$ cat src/rtl/fsum_pack_if.sv
// Handshake and FIFO-write bundle between the full-sum stage, fsum_pack and the output FIFO.
// LANES must match the packer instance it is bound to.
interface fsum_pack_if #(
  parameter int LANES = 8
);
  logic [15:0]          result;
  logic                 result_valid;
  logic                 result_last;
  logic                 in_ready;
  logic                 o_fifo_full;
  logic                 o_fifo_wr_en;
  logic [16*LANES-1:0]  o_fifo_din;
  logic [15:0]          word_count;
  logic                 done;

  modport master (
    input  result, result_valid, result_last, o_fifo_full,
    output in_ready, o_fifo_wr_en, o_fifo_din, word_count, done
  );

  modport slave (
    output result, result_valid, result_last, o_fifo_full,
    input  in_ready, o_fifo_wr_en, o_fifo_din, word_count, done
  );
endinterface

$ cat src/rtl/fsum_pack.sv
// Packs LANES fp16 full-sum results (lane 0 in the low bits) into one output-FIFO word.
// Optional ReLU at acceptance when FSUM_PACK_RELU_EN is defined.
module fsum_pack #(
  parameter int          LANES     = 8,
  parameter logic [15:0] PAD_VALUE = 16'h0000
) (
  input  logic          clk,
  input  logic          rst,
  fsum_pack_if.master   bus
);
  localparam int IDXW = (LANES > 1) ? $clog2(LANES) : 1;

  typedef enum logic {FILL, WRITE} state_t;

  state_t                 r_state, w_state_nxt;
  logic [LANES-1:0][15:0] r_lanes, w_lanes_nxt;
  logic [LANES-1:0][15:0] r_din, w_din_nxt;
  logic [IDXW-1:0]        r_lane_idx, w_lane_idx_nxt;
  logic                   r_last, w_last_nxt;
  logic [15:0]            r_word_count;
  logic                   w_accept;
  logic                   w_wr_en;
  logic [15:0]            w_res;

`ifdef FSUM_PACK_RELU_EN
  assign w_res = bus.result[15] ? 16'h0000 : bus.result;
`else
  assign w_res = bus.result;
`endif

  always_ff @(posedge clk) begin
    if (rst) r_state <= FILL;
    else     r_state <= w_state_nxt;
  end

  always_comb begin
    w_state_nxt    = r_state;
    w_lanes_nxt    = r_lanes;
    w_din_nxt      = r_din;
    w_lane_idx_nxt = r_lane_idx;
    w_last_nxt     = r_last;
    w_accept       = 1'b0;
    w_wr_en        = 1'b0;
    case (r_state)
      FILL: begin
        w_accept = bus.result_valid && !rst;
        if (w_accept) begin
          w_lanes_nxt[r_lane_idx] = w_res;
          w_lane_idx_nxt          = r_lane_idx + IDXW'(1);
          // The output word is captured here so it is registered for the whole WRITE stall.
          if (bus.result_last || (r_lane_idx == IDXW'(LANES - 1))) begin
            w_state_nxt = WRITE;
            w_last_nxt  = bus.result_last;
            w_din_nxt   = w_lanes_nxt;
          end
        end
      end
      WRITE: begin
        if (!bus.o_fifo_full && !rst) begin
          w_wr_en        = 1'b1;
          w_state_nxt    = FILL;
          w_lanes_nxt    = {LANES{PAD_VALUE}};
          w_lane_idx_nxt = '0;
          w_last_nxt     = 1'b0;
        end
      end
      default: w_state_nxt = FILL;
    endcase
  end

  always_ff @(posedge clk) begin
    if (rst) begin
      r_lanes      <= {LANES{PAD_VALUE}};
      r_din        <= '0;
      r_lane_idx   <= '0;
      r_last       <= 1'b0;
      r_word_count <= '0;
    end else begin
      r_lanes    <= w_lanes_nxt;
      r_din      <= w_din_nxt;
      r_lane_idx <= w_lane_idx_nxt;
      r_last     <= w_last_nxt;
      if (w_wr_en) r_word_count <= r_word_count + 16'd1;
    end
  end

  assign bus.in_ready     = (r_state == FILL) && !rst;
  assign bus.o_fifo_wr_en = w_wr_en;
  assign bus.o_fifo_din   = r_din;
  assign bus.word_count   = r_word_count;
  assign bus.done         = w_wr_en && r_last;
endmodule

$ cat src/flat_wrapper.sv
// flat-port wrapper written by rule: the top's interface ports become plain ports
module fsum_pack_flat 
#(
  parameter int          LANES     = 8,
  parameter logic [15:0] PAD_VALUE = 16'h0000
)
  (clk, rst, bus_result, bus_result_valid, bus_result_last, bus_o_fifo_full, bus_in_ready, bus_o_fifo_wr_en, bus_o_fifo_din, bus_word_count, bus_done);
  fsum_pack_if #(.LANES(LANES)) bus_i ();
  input  logic clk;
  input  logic rst;
  input wire logic [$bits(bus_i.result)-1:0] bus_result;
  input wire logic [$bits(bus_i.result_valid)-1:0] bus_result_valid;
  input wire logic [$bits(bus_i.result_last)-1:0] bus_result_last;
  input wire logic [$bits(bus_i.o_fifo_full)-1:0] bus_o_fifo_full;
  output wire logic [$bits(bus_i.in_ready)-1:0] bus_in_ready;
  output wire logic [$bits(bus_i.o_fifo_wr_en)-1:0] bus_o_fifo_wr_en;
  output wire logic [$bits(bus_i.o_fifo_din)-1:0] bus_o_fifo_din;
  output wire logic [$bits(bus_i.word_count)-1:0] bus_word_count;
  output wire logic [$bits(bus_i.done)-1:0] bus_done;
  assign bus_i.result = bus_result;
  assign bus_i.result_valid = bus_result_valid;
  assign bus_i.result_last = bus_result_last;
  assign bus_i.o_fifo_full = bus_o_fifo_full;
  assign bus_in_ready = bus_i.in_ready;
  assign bus_o_fifo_wr_en = bus_i.o_fifo_wr_en;
  assign bus_o_fifo_din = bus_i.o_fifo_din;
  assign bus_word_count = bus_i.word_count;
  assign bus_done = bus_i.done;
  fsum_pack #(.LANES(LANES), .PAD_VALUE(PAD_VALUE)) u_core (.clk(clk), .rst(rst), .bus(bus_i));
endmodule
$ cat config.mk
export PLATFORM = sky130hd
export DESIGN_NAME = fsum_pack_flat
export DESIGN_NICKNAME = d
export VERILOG_FILES = /design/src/rtl/fsum_pack_if.sv /design/src/rtl/fsum_pack.sv /design/src/flat_wrapper.sv
export SDC_FILE = /design/constraint.sdc
export NUM_CORES = 1
export LEC_CHECK = 0
export ABC_AREA = 1
export CORE_MARGIN = 5
export CORE_UTILIZATION = 35
export DETAILED_ROUTE_END_ITERATION = 10
export GPL_TIMING_DRIVEN = 0
export PLACE_DENSITY = 0.58
export SKIP_CTS_REPAIR_TIMING = 1
export SLEW_MARGIN = 15
export SYNTH_ARGS = -nofsm -noshare
export SYNTH_HDL_FRONTEND = slang
export SYNTH_SLANG_ARGS = --single-unit
$ cat constraint.sdc
create_clock -name clk -period 3.24 [get_ports clk]
set_input_delay 0.648 -clock clk [delete_from_list [all_inputs] [get_ports clk]]
set_output_delay 0.648 -clock clk [all_outputs]
set_load 0.01 [all_outputs]
==> results.yml <==
yosys:
  synth_warnings: 0
  syn-cell-area_um2: 11300
  synth_seq_cells: 277
  netlist_top_cells_area: "dfxtp_1 49%, o21ai_0 11%, nand2_1 11%"
  yosys.area.top_type_share_pct: 48.9
  synth_area_leader_cell: "dfxtp_1"
  yosysSeqAreaShare_pct: 48.9
  postSynthCellCount: 1575
  yosys.cell_types.count: 26
  syn-mean-instance-area_um2: 7.20
  syn-num-nets: 1599
routing:
  met2_length_um: 17400
  first_iter_violations: 912
  via_count: 11119
  drt_wl_total_um: 37600
  firstDrtPassIters: 5
  wl_met1_um: 16500
  routedWlPerCell_um: 16.9
  drc: 0
  routed-wl-met3_um: 2440
  avgViaCountPerCell: 4.98
  top_layer_used: "met4"
  detail-route-antenna-nets: 0
cells_and_area:
  drive_gt1_share_pct: 5.51
  syn2layout_area_growth_pct: 27.8
  nets: 1797
  fill_cells: 3210
  diodes: 0
clock_network:
  clk_latency_ps: 550
  clk_pin_slew_worst_paths_ps: 60
  tritoncts: "built"
  h-tree-depth: 1
  cts_inserted_buffers: 30
  root_buffer: "clkbuf_16"
  cts_sinks: 277
  cts_buffer_depth: 3
grt:
  grt_max_degree: 15
  grt.total_usage_pct: 20.1
  grt_pass1_vias: 10452
  grt_remaining_overflow: 0
  grt_pass1_wl_um: 58100
  antenna_found_initial: 0
timing:
  fin_crit_sh_pct: 89.8
  worst_slack_ps: 329
  rsz0062_at_grt: "false"
  clock_skew_ps: 13.2
  maxSlewHeadroom_pct: 56.8
  drv_slew: 0
  fin_crit_ps: 2910
  tightest_slew_ps: 649
  fin_tns_setup_ps: 0
  fmax_mhz: 344
  setup_viol: 0
  hold_viol: 0
setup_path:
  critical-path-top-delay-family: "buffers and inverters"
  startpoint: "bus_o_fifo_full"
  startpoint_type: "input pin"
  critPathCapture: "bus_done"
  r2r-start: "u_core.r_lane_idx[0]"
  end_kind: "output pin"
  critPathBufInv: 2
  rr_worst_depth: 9
  path_cells: "clkdlybuf4s50_1, nor2_1, nand2_2, nor2_1, clkdlybuf4s50_1"
  worst-setup-path-type: "in2out"
  cp_data_required_time_ps: 2590
  regToRegSetupSlack_ps: 1250
  worst_path_max_delay_cell: "clkdlybuf4s50_1"
  cp.depth: 5
  crit_fanout: 9
  crit_path_max_incr_delay_ps: 590
  worstPathArrival_ps: 2260
  r2r_end: "u_core.bus.o_fifo_din[102]"
placement:
  place.port_buffers: 166
  dp_worst_setup_slack_ps: 303
  gp_congestion: 0.840
  dp_hpwl_um: 27000
power_and_ir_drop:
  seqPwrFrac_pct: 46.3
  p_per_area_nw_per_um2: 535
  switching_share_pct: 25.6
  clockPowerShare_pct: 42.5
  vdd.ir_drop.worst_uv: 400
  p_leak_nw: 5.43
  internal_power_mw: 5.76
  finalPower_mw: 7.74
  switchingPower_mw: 1.98
  pwr-share-comb_pct: 11.2
floorplan:
  die_area_um2: 36100
  core_um2: 31800
  fp.dieW_um: 190
  start_util_pct: 35.6
  pin_count: 168
  chipHeight_um: 190
  rows: 65
flow_run:
  drv_cap: 0
outcome:
  outcome: "completed"
min_path:
  hp-class: "reg2reg"
[worst min path at each step]
stage | start | endpoint | slack (ps) | cells past startpoint
3_5_place_dp | u_core.r_lanes[52] | u_core.r_lanes[52] | 450 | 2
6_report | u_core.r_lanes[120] | u_core.r_lanes[120] | 460 | 2
4_1_cts | u_core.r_lanes[52] | u_core.r_lanes[52] | 460 | 2
3_3_place_gp | u_core.r_lanes[41] | u_core.r_lanes[41] | 450 | 2
2_1_floorplan | u_core.r_lanes[31] | u_core.r_lanes[31] | 440 | 2
5_1_grt | u_core.r_lanes[125] | u_core.r_lanes[125] | 470 | 2
[per-layer routing]
layer,track usage [%],vias up
met4,6.82,0
met1,27.2,5189
met5,0,-
met3,2.59,76
li1,-,5510
met2,33.1,344
[sequential cells by signal (all words and copies together), names as in the netlist]
signal and count:
u_core.r_last 1, u_core.bus.word_count 16, u_core.r_lanes 128, u_core.bus.o_fifo_din 128, u_core.r_state 1, u_core.r_lane_idx 3
[through the flow]
| stage | hold WS [ps] | instance area [um2] | instances | utilization [%] |
|---|---|---|---|---|
| global route | 473 | 14500 | 2231 | 45.5 |
| global placement | 449 | 13500 | 2176 | 42.6 |
| detailed placement | 453 | 13500 | 2176 | 42.6 |
| CTS | 463 | 14500 | 2231 | 45.5 |
| finish | 462 | 14500 | 2231 | 45.5 |
| floorplan | 443 | 11300 | 1575 | - |
[logic make-up (layout without fill, tap and decap cells)]
family	count (synthesis)	after routing	synth area share [%]
DFF	277	277	48.9
AOI/OAI and AO/OA	463	463	21.5
buffers and inverters	198	419	7.61
and+or+nand+nor	632	632	21.5
adders and majority gates	3	3	0.331
xor gates and xnor gates	2	2	0.155
[final cells by class]
class | count | area [um2] | area share (%)
clock inverter | 8 | 67.6 | 0.467
tap | 435 | 544 | 3.76
buffer | 110 | 532 | 3.67
sequential | 277 | 5550 | 38.3
multi-input combinational | 1100 | 4930 | 34.0
timing repair buffer | 166 | 1660 | 11.5
inverter | 88 | 330 | 2.28
clock buffer | 47 | 876 | 6.05
[power by group through the flow]
stage / Combinational, mW / Clock (mW) / Sequential [mW]
final: 0.865 / 3.29 / 3.58
after global routing: 0.950 / 3.49 / 3.60
after CTS: 0.868 / 3.35 / 3.59
after detailed placement: 0.865 / 0 / 3.66
after global placement: 0.856 / 0 / 3.66
after floorplan: 0.420 / 0 / 3.68
[worst reg2reg max path: stages, from the launching register on]
cell and delay, ps:
dfxtp_1 370, ha_1 230, ha_1 180, nor2_1 190, nor2_4 70, inv_2 120
buf_2 280, buf_2 290, nor2_1 90, nor2_1 110
[synthesized netlist by cell type, drive strengths merged]
master and count:
nand2 347, dfxtp 277, nor2 264, o21ai 264
a21oi 153, inv 87, clkbuf 62, buf 48
o21a 31, o211ai 14, nand3 11, nand4 6
nor3 4, ha 3, xor2 2, clkinv 1
o21bai 1
[placed cells by master, fill, tap and decap left out, drive strengths merged]
master,synthesis,routed
nand4,6,6
ha,3,3
o21bai,1,1
bufinv,0,1
xor2,2,2
clkdlybuf4s50,0,166
o211ai,14,14
nor2,264,264
o21a,31,31
inv,87,87
o21ai,264,264
nor3,4,4
clkbuf,62,109
clkinvlp,0,1
a21oi,153,153
nand2,347,347
dfxtp,277,277
clkinv,1,7
nand3,11,11
buf,48,48
(Power assumes the default switching activity.)
